--- config.mk ---
export PLATFORM = sky130hd
export DESIGN_NAME = register_file_flat
export DESIGN_NICKNAME = d
export VERILOG_FILES = /design/src/rtl/register_file_pkg.sv /design/src/rtl/register_file_if.sv /design/src/rtl/register_file_reg_word.sv /design/src/rtl/register_file.sv /design/src/flat_wrapper.sv
export SDC_FILE = /design/constraint.sdc
export NUM_CORES = 2
export LEC_CHECK = 0
export BUFFER_PORTS_ARGS = -buffer_cell sky130_fd_sc_hd__buf_2
export CAP_MARGIN = 0
export CORE_MARGIN = 2
export CORE_UTILIZATION = 40
export CTS_CLUSTER_SIZE = 8
export DETAILED_ROUTE_END_ITERATION = 8
export GPL_TIMING_DRIVEN = 0
export HOLD_SLACK_MARGIN = 0.15
export PLACE_DENSITY = 0.56
export SETUP_SLACK_MARGIN = 0.3
export SLEW_MARGIN = 30
export SYNTH_ARGS = -nofsm -noshare
export SYNTH_HDL_FRONTEND = slang
export SYNTH_SLANG_ARGS = --single-unit
--- constraint.sdc ---
create_clock -name clock -period 2.5 [get_ports clock]
set_input_delay 0.25 -clock clock [delete_from_list [all_inputs] [get_ports clock]]
set_output_delay 0.25 -clock clock [all_outputs]
set_load 0.05 [all_outputs]
--- src/rtl/register_file_pkg.sv ---
// Shared constants and helpers for the register_file bank: default geometry,
// address-width derivation and the single write-legality check.
package regfile_pkg;

   localparam int unsigned DEF_WIDTH = 32;
   localparam int unsigned DEF_DEPTH = 32;

   function automatic int unsigned addr_width(input int unsigned depth);
      return (depth <= 2) ? 1 : $clog2(depth);
   endfunction

   // One definition of "ignored write" keeps the store, bypass and wr_err consistent.
   function automatic bit is_writable(input int unsigned addr,
                                      input int unsigned depth,
                                      input bit          zero_reg);
      return (addr < depth) && !(zero_reg && (addr == 0));
   endfunction

endpackage

--- src/rtl/register_file_if.sv ---
// Write/read/output-enable bundle for register_file; master drives, slave is the bank.
interface register_file_if #(
   parameter int unsigned WIDTH  = 32,
   parameter int unsigned ADDR_W = 5
);
   logic              we;
   logic [ADDR_W-1:0] waddr;
   logic [WIDTH-1:0]  wdata;
   logic              re_a;
   logic [ADDR_W-1:0] raddr_a;
   logic              re_b;
   logic [ADDR_W-1:0] raddr_b;
   logic              oe;
   logic [WIDTH-1:0]  rdata_a;
   logic [WIDTH-1:0]  rdata_b;
   logic              wr_err;

   modport master (
      output we, waddr, wdata, re_a, raddr_a, re_b, raddr_b, oe,
      input  rdata_a, rdata_b, wr_err
   );

   modport slave (
      input  we, waddr, wdata, re_a, raddr_a, re_b, raddr_b, oe,
      output rdata_a, rdata_b, wr_err
   );
endinterface

--- src/rtl/register_file_reg_word.sv ---
// Single storage word: load-enabled register with asynchronous active-low clear.
module reg_word #(
   parameter int unsigned WIDTH = 32
) (
   input  logic             clock,
   input  logic             reset_n,
   input  logic             load,
   input  logic [WIDTH-1:0] d,
   output logic [WIDTH-1:0] q
);

   always_ff @(posedge clock or negedge reset_n) begin
      if (!reset_n)  q <= '0;
      else if (load) q <= d;
   end

endmodule

--- src/rtl/register_file.sv ---
// Multi-entry register bank: one synchronous write port, two registered read
// ports with load-enable hold, optional write bypass and hardwired zero entry.
module register_file
   import regfile_pkg::*;
#(
   parameter int unsigned WIDTH    = DEF_WIDTH,
   parameter int unsigned DEPTH    = DEF_DEPTH,
   parameter int unsigned ZERO_REG = 1,
   parameter int unsigned BYPASS   = 1
) (
   input  logic          clock,
   input  logic          reset_n,
   register_file_if.slave bus
);

   localparam int unsigned ADDR_W = addr_width(DEPTH);

   logic [WIDTH-1:0] entry [DEPTH];
   logic [WIDTH-1:0] hold_a, hold_b;
   logic [WIDTH-1:0] val_a, val_b;
   logic             wr_ok;

   assign wr_ok = bus.we && is_writable(32'(bus.waddr), DEPTH, ZERO_REG != 0);

   for (genvar i = 0; i < DEPTH; i++) begin : g_entry
      if (ZERO_REG != 0 && i == 0) begin : g_zero
         assign entry[i] = '0;
      end else begin : g_word
         reg_word #(.WIDTH(WIDTH)) u_word (
            .clock   (clock),
            .reset_n (reset_n),
            .load    (wr_ok && (bus.waddr == ADDR_W'(i))),
            .d       (bus.wdata),
            .q       (entry[i])
         );
      end
   end

   function automatic logic [WIDTH-1:0] read_value(input logic [ADDR_W-1:0] a);
      if (32'(a) >= DEPTH)                            return '0;
      else if (ZERO_REG != 0 && a == '0)              return '0;
      else if (BYPASS != 0 && wr_ok && a == bus.waddr) return bus.wdata;
      else                                            return entry[a];
   endfunction

   always_comb begin
      val_a = read_value(bus.raddr_a);
      val_b = read_value(bus.raddr_b);
   end

   always_ff @(posedge clock or negedge reset_n) begin
      if (!reset_n) begin
         hold_a     <= '0;
         hold_b     <= '0;
         bus.wr_err <= 1'b0;
      end else begin
         if (bus.re_a) hold_a <= val_a;
         if (bus.re_b) hold_b <= val_b;
         bus.wr_err <= bus.we && !wr_ok;
      end
   end

   // Output gating is purely combinational so oe never disturbs held data.
   assign bus.rdata_a = bus.oe ? hold_a : '0;
   assign bus.rdata_b = bus.oe ? hold_b : '0;

endmodule

--- src/flat_wrapper.sv ---
// flat-port wrapper written by rule: the top's interface ports become plain ports
module register_file_flat import regfile_pkg::*;
#(
   parameter int unsigned WIDTH    = DEF_WIDTH,
   parameter int unsigned DEPTH    = DEF_DEPTH,
   parameter int unsigned ZERO_REG = 1,
   parameter int unsigned BYPASS   = 1
)
  (clock, reset_n, bus_we, bus_waddr, bus_wdata, bus_re_a, bus_raddr_a, bus_re_b, bus_raddr_b, bus_oe, bus_rdata_a, bus_rdata_b, bus_wr_err);
  register_file_if #(.WIDTH(WIDTH), .ADDR_W(5)) bus_i ();
  input  logic clock;
  input  logic reset_n;
  input wire logic [$bits(bus_i.we)-1:0] bus_we;
  input wire logic [$bits(bus_i.waddr)-1:0] bus_waddr;
  input wire logic [$bits(bus_i.wdata)-1:0] bus_wdata;
  input wire logic [$bits(bus_i.re_a)-1:0] bus_re_a;
  input wire logic [$bits(bus_i.raddr_a)-1:0] bus_raddr_a;
  input wire logic [$bits(bus_i.re_b)-1:0] bus_re_b;
  input wire logic [$bits(bus_i.raddr_b)-1:0] bus_raddr_b;
  input wire logic [$bits(bus_i.oe)-1:0] bus_oe;
  output wire logic [$bits(bus_i.rdata_a)-1:0] bus_rdata_a;
  output wire logic [$bits(bus_i.rdata_b)-1:0] bus_rdata_b;
  output wire logic [$bits(bus_i.wr_err)-1:0] bus_wr_err;
  assign bus_i.we = bus_we;
  assign bus_i.waddr = bus_waddr;
  assign bus_i.wdata = bus_wdata;
  assign bus_i.re_a = bus_re_a;
  assign bus_i.raddr_a = bus_raddr_a;
  assign bus_i.re_b = bus_re_b;
  assign bus_i.raddr_b = bus_raddr_b;
  assign bus_i.oe = bus_oe;
  assign bus_rdata_a = bus_i.rdata_a;
  assign bus_rdata_b = bus_i.rdata_b;
  assign bus_wr_err = bus_i.wr_err;
  register_file #(.WIDTH(WIDTH), .DEPTH(DEPTH), .ZERO_REG(ZERO_REG), .BYPASS(BYPASS)) u_core (.clock(clock), .reset_n(reset_n), .bus(bus_i));
endmodule
# --- Word-level counts from Yosys, hierarchy flattened ---
# Index checks and enable logic that the tools add are counted.
op_classes:
  n_reduce_logical: 40
  n_eq_ne: 33
  n_mux: 12
  bitwise: 2
  order_cmp: 2
op_table:
  columns: ["operator", "count"]
  rows:
  - ["32-bit binary-select mux with 5-bit select", 2]
  - ["32-bit two-way mux", 10]
  - ["5-bit == test (second input constant)", 16]
  - ["5-bit by 4-bit == test with 1-bit output (second input constant)", 8]
  - ["1-bit logical AND", 35]
  - ["5-bit by 3-bit == test with 1-bit output (second input constant)", 4]
  - ["5-bit logical NOT", 3]
  - ["6-bit >= comparator (second input constant)", 2]
  - ["5-bit inverter with 6-bit output", 2]
  - ["5-bit by 2-bit == test with 1-bit output (second input constant)", 2]
  - ["5-bit == test", 2]
  - ["5-bit by 1-bit == test with 1-bit output (second input constant)", 1]
  - ["1-bit logical NOT", 2]
word_totals:
  register_bits: 1057
  input_bits: 53
  out_inout_bits: 65
  word_cells: 123

# --- Depth between registers and ports, before layout ---
depth:
  word_depth: 6
  depth_mapped: 9
  mapped_depth_nobuf: 5

# --- Hierarchy ---
# From an unflattened synthesis, not the netlist that was laid out.
unflattened:
  cells_unflattened: 3826
  area_unflattened_um2: 60768.3
by_module_without_submodules:
  columns: ["module", "area_per_inst_um2", "cells_each", "n_inst", "seq_area_each_um2"]
  rows:
  - ["reg_word", 1345.0, 68, 31, 800.8]
  - ["register_file", 19072.0, 1718, 1, 1626.6]

# --- Worst setup path before layout ---
# OpenSTA, ideal clock, no wires.
synth_path:
  kind: "input-to-reg"
  startpoint: "input port bus_raddr_a[0]"
  endpoint: "register u_core.hold_a[10]"
  stages: 7
  setup_time_ns: 0.132
  setup_slack_ns: 0.592
  path_buffers: 4
  required_time_ns: 2.368
  arrival_time_ns: 1.776
  cell_sequence: "buf_6 -> buf_6 -> buf_6 -> buf_4 -> mux4_2 -> a211oi_1 -> o41ai_2"
synth_via:
  elab_chain_len: 6
  elab_cells_between_ends: 9
  cone_classes: "1 x eq/ne; 5 x mux; 1 x bitwise; 2 x reduce/logical"
synth_lines:
  columns: ["element", "line", "text"]
  rows:
  - ["from (decl)", "flat_wrapper.sv:17", "input wire logic [$bits(bus_i.raddr_a)-1:0] bus_raddr_a;"]
  - ["5-bit inverter with 6-bit output (not written as such)", "register_file.sv:43", "else return entry[a];"]
  - ["32-bit binary-select mux with 5-bit select", "register_file.sv:43", null]
  - ["32-bit two-way mux (not written as such) (2 in a row)", "register_file.sv:43", null]
  - ["32-bit two-way mux", "register_file.sv:42", "else if (BYPASS != 0 && wr_ok && a == bus.waddr) return bus.wdata;"]
  - ["32-bit two-way mux (*)", "register_file.sv:41", "else if (ZERO_REG != 0 && a == '0) return '0;"]
  - ["to (signal assigned)", "register_file.sv:57", "if (bus.re_a) hold_a <= val_a;"]
  - ["to (decl)", "register_file.sv:19", "logic [WIDTH-1:0] hold_a, hold_b;"]
# Mark *: on every way between the ends. The rest lies on a longest branch, timed or not. The select of a mux whose other input is x is not followed.
# A chain may end at the register's enable or synchronous reset.

# --- Worst setup path after layout ---
layout_path:
  startpoint: "input port bus_raddr_a[2]"
  endpoint: "register u_core.hold_a[5]"
# Same word-level chain as after synthesis.

==> results.txt <==
The run gives 35.3% as the clock share of power. The worst register-to-register path has a setup slack of 0.42 ns. The number of nets handed over by synthesis was 3945. The tools report the deepest clock path buffer count as 3. From bottom edge to top edge, the die measures 379 um.

Of the available clock period, the critical path in the final layout requires 99.5%. The floorplan step defined a die boundary enclosing 144000 sq um. TritonCTS built the clock tree. During synthesis, Yosys emitted a total of 0 warnings.

The sequential share of power is 43.0%. Of the cells placed in the final design, the portion with a size suffix greater than 1 is 49.7%. The combinational family with the most area after synthesis was multiplexers. In this run the power spent charging and discharging nets is 16.0 mW. Most common flop cell mapped by yosys: sky130_fd_sc_hd__dfrtp_1. The number of register bits inferred by synthesis is 1057. The worst-path cell with the longest stage delay was sky130_fd_sc_hd__o22ai_1.

The internal portion of the total power is 37.5 mW. The synthesized netlist devotes 3.53% of its cell area to simple gates. The number of antenna violations at the first check in global routing was 22; the number of placement rows was 137. The tools report the cell count after synthesis as 3892. The first TritonRoute pass finished after 6 iterations.

Summing the areas of all xor and xnor instances in the mapped netlist gives 0.156% of the synthesized area. The remaining global-route overflow was 0; the average wire per standard cell was 41.5 um. The nature of the critical path startpoint is a primary input. The max-slew violation count is 0, and the instance area after placement is 59800 sq um. After routing, the total negative slack on setup checks comes to 0 ns. The fraction of registers with async set/reset came out at 100%. The peak fanout along the critical path came out at 10. The fraction of synthesized area in multiplexers was 39.7%; the number of I/O pins was 118. The tools report the pin count of the biggest net entering global routing as 115. The library cell used most frequently in the layout, excluding fill and tap cells, is sky130_fd_sc_hd__dfrtp_1. Setup repair after global routing could not meet its margin everywhere. The post-detailed-placement half-perimeter wirelength is 179000 um, and the number of global-route vias before repair is 40500.

In this run the tightest slew margin relative to its limit is 21.8%. The logs give 0 for the number of hold violations in the final report and 0.402 GHz for the maximum frequency from static timing analysis. In this run, distinct cell masters in the synthesized netlist total 60. After the first detailed-routing iteration, the DRC count stood at 5487. In this run the power density over the cells is 827 nW/um^2. The largest single stage delay on the critical path is 0.61 ns. The filler cells instantiated in the layout total 12600.

The core region area is 140000 sq um, and the transition time of the tightest slew-check pin is 1.17 ns. Clock-pin slew was measured on the worst setup and hold paths at 0.06 ns. The effective utilization at floorplan is 40.3%.

Traced cell by cell, the critical path runs through buf_2 > buf_2 > buf_4 > buf_1 > buf_4 > nand3b_1 > o22ai_1 > o41ai_2. The run gives 150 as the total clock buffers created by CTS. The critical path is of the in -> reg type.

STA classifies the critical path endpoint as a flop. Across the VDD grid, the largest voltage drop is 705 uV. CTS placed an instance of sky130_fd_sc_hd__clkbuf_16 at the clock tree root. The flow ran to the end, and the final reports show no timing, DRC or antenna violations. The tools report the signal arrival time at the worst endpoint as 3.15 ns. The mean number of vias per cell is 6.75, and the post-synthesis to final-layout area growth is 15.2%. The wire length of the first global-routing pass is 344000 um. The type of the tightest min-delay check is in -> reg. Net switching is 29.9% of the power. The final net count is 4281, and the insertion delay of the later-clocked pin in the worst-skew pair is 0.80 ns.

The routed design has 255000 um of wire. The analysis attributes to cell leakage a power of 28.0 nW. Registers take 26500 sq um. After synthesis the cells add up to 56200 sq um. With fillers left out, the area of the finished cells amounts to 64700 sq um. The post-synthesis adder-cell area fraction was 0%.

Number of setup violations in the final report: 0. After synthesis, the mean cell area works out to 14.4 sq um. The remaining number of nets flagged by the antenna check after routing was 0. Port buffering added 109 buffers.

The post-synthesis compound-gate area fraction was 5.75%. In the routed design, unresolved DRC markers number 0. The tools report the multi-input combinational cell area as 27800 sq um. The H-tree was split into 4 levels.

Summing the sequential cell areas from Yosys gives 47.1% of the chip area. The die is 379 um wide. Routability-driven placement finished with a final weighted congestion of 0.993. The synthesized design contains 0 enable-type register cells. For the total of max-cap violations, the log shows 0.

On the final layout, the worst clock skew is 0.0276 ns. The time the worst path needs with I/O delays and setup is 2.49 ns. In the layout the commonest cells are 1057 x sky130_fd_sc_hd__dfrtp_1, 1054 x sky130_fd_sc_hd__mux2_2, 400 x sky130_fd_sc_hd__mux4_2, 224 x sky130_fd_sc_hd__buf_2, 159 x sky130_fd_sc_hd__clkbuf_16.

For the data required time of the critical path, the log shows 3.17 ns. The routed layout has 41400 vias. In this run, the combinational gates consume 21.7% of the power. The number of sinks handled by clock tree synthesis was 1057. The tools report the global-route usage over all layers as 35.5%.
==> metrics by stage <==
step	utilization, %	power, mW	hold slack, ns	setup slack, ns	std cells
after floorplan	-	30.1	-0.0456	0.592	3892
after global placement	42.3	33.9	0.492	-23.25	5877
after detailed placement	42.8	34.3	0.196	-1.33	5899
after CTS	46.2	53.1	0.152	0.259	6120
after global routing	46.4	55.0	0.225	0.172	6124
final	46.4	53.5	0.217	0.0125	6134
==> power groups by stage <==
stage	clock, mW	combinational (mW)	sequential [mW]
after floorplan	0	7.90	22.2
after global placement	0	10.9	23.0
after detailed placement	0	11.2	23.1
after CTS	18.9	11.3	22.9
after global routing	19.5	12.1	23.4
final	18.9	11.6	23.0
==> per-layer routing <==
layer | track usage [%] | up-vias | part of all wire (%)
li1 | - | 15700 | -
met1 | 46.8 | 22300 | 39
met2 | 50.3 | 2666 | 42
met3 | 13.1 | 702 | 12
met4 | 20.1 | 20 | 6.5
met5 | 0.274 | - | 0.068
==> path summary, 6_finish.rpt <==
check,start,endpoint,cells after the start
worst min-delay path,bus_raddr_b[4],u_core.hold_b[24],4
max in group asynchronous,reset_n,u_core.g_entry[27].g_word.u_word.q[9],5
min in group asynchronous,reset_n,u_core.g_entry[6].g_word.u_word.q[27],3
worst min register to register,u_core.g_entry[3].g_word.u_word.q[6],u_core.g_entry[3].g_word.u_word.q[6],1
worst max-delay path,bus_raddr_a[2],u_core.hold_a[5],8
worst max register to register,u_core.g_entry[31].g_word.u_word.q[31],u_core.hold_b[31],4
==> synthesized netlist by cell type (2+ instances only) <==
cell type / n / share of area, %
sky130_fd_sc_hd__dfrtp_1: 1057 / 47
sky130_fd_sc_hd__mux2_2: 1054 / 21
sky130_fd_sc_hd__mux4_2: 400 / 16
sky130_fd_sc_hd__clkbuf_1: 198 / 1.3
sky130_fd_sc_hd__mux2i_1: 135 / 2.4
sky130_fd_sc_hd__nand2_1: 110 / 0.73
sky130_fd_sc_hd__buf_2: 109 / 0.97
sky130_fd_sc_hd__a22oi_1: 103 / 1.4
sky130_fd_sc_hd__o22ai_1: 83 / 0.92
sky130_fd_sc_hd__a221oi_1: 65 / 1.0
sky130_fd_sc_hd__and2_1: 65 / 0.72
sky130_fd_sc_hd__nor2_1: 65 / 0.43
sky130_fd_sc_hd__buf_1: 43 / 0.29
sky130_fd_sc_hd__buf_6: 37 / 0.74
sky130_fd_sc_hd__o21ai_1: 34 / 0.30
sky130_fd_sc_hd__buf_4: 32 / 0.43
sky130_fd_sc_hd__a211oi_1: 31 / 0.41
sky130_fd_sc_hd__nand3_1: 30 / 0.27
sky130_fd_sc_hd__nor4_1: 30 / 0.33
sky130_fd_sc_hd__nand4_1: 29 / 0.32
sky130_fd_sc_hd__nor2b_1: 22 / 0.24
sky130_fd_sc_hd__o211ai_1: 21 / 0.28
sky130_fd_sc_hd__a2bb2oi_1: 20 / 0.31
sky130_fd_sc_hd__a22o_1: 10 / 0.16
sky130_fd_sc_hd__o41ai_2: 10 / 0.29
sky130_fd_sc_hd__xnor2_1: 10 / 0.16
sky130_fd_sc_hd__a2bb2oi_2: 9 / 0.24
sky130_fd_sc_hd__o21ai_0: 9 / 0.080
sky130_fd_sc_hd__a21oi_1: 8 / 0.071
sky130_fd_sc_hd__nand2b_1: 7 / 0.078
sky130_fd_sc_hd__nor3_1: 7 / 0.062
sky130_fd_sc_hd__mux2_1: 6 / 0.12
sky130_fd_sc_hd__nand3b_1: 4 / 0.053
sky130_fd_sc_hd__a221o_1: 3 / 0.053
sky130_fd_sc_hd__inv_1: 3 / 0.020
sky130_fd_sc_hd__nand4b_1: 3 / 0.047
sky130_fd_sc_hd__a2111oi_2: 2 / 0.053
sky130_fd_sc_hd__a32o_1: 2 / 0.036
sky130_fd_sc_hd__nor3b_2: 2 / 0.045
sky130_fd_sc_hd__o2111ai_1: 2 / 0.031
sky130_fd_sc_hd__or2_1: 2 / 0.022
sky130_fd_sc_hd__or3b_2: 2 / 0.031
==> kinds of logic (layout without fill, tap and decap cells) <==
logic type,after synthesis,after routing
multiplexers,1595,1595
flip-flops,1057,1057
buffers and inverters,425,780
AO/OA/AOI/OAI,419,419
AND/OR/NAND/NOR,386,386
XOR/XNOR,10,10
other,0,11
==> worst max-delay path, delay by kind of cell <==
family,cells,cell delay (ns)
buffers and inverters,5,1.64
AOI/OAI and AO/OA,2,0.75
and+or+nand+nor,1,0.47
==> cell type report <==
| type | count | share of cell area, % |
|---|---|---|
| multi-input combinational | 2410 | 43.0 |
| sequential | 1057 | 40.9 |
| clock buffer | 163 | 6.12 |
| tap | 1876 | 3.63 |
| buffer | 421 | 3.61 |
| timing repair buffer | 184 | 2.56 |
| clock inverter | 8 | 0.149 |
| antenna | 11 | 0.0425 |
| inverter | 4 | 0.0290 |
==> what timing repair did <==
item                                    4_1_cts  5_1_grt
endpoints found under the setup margin       84      244
buffers inserted                              2        0
resized for setup                            65       42
hold endpoints to repair                    604        0
cloned                                        0        2
hold buffers                                 48        0
==> state kept, by name, summed over array words and instances, names as in the netlist <==
register	flops
u_core.hold_b	32
u_core.hold_a	32
u_core.g_entry.g_word.u_word.q	992
u_core.bus.wr_err	1
Power figures use the tool's default switching activity.
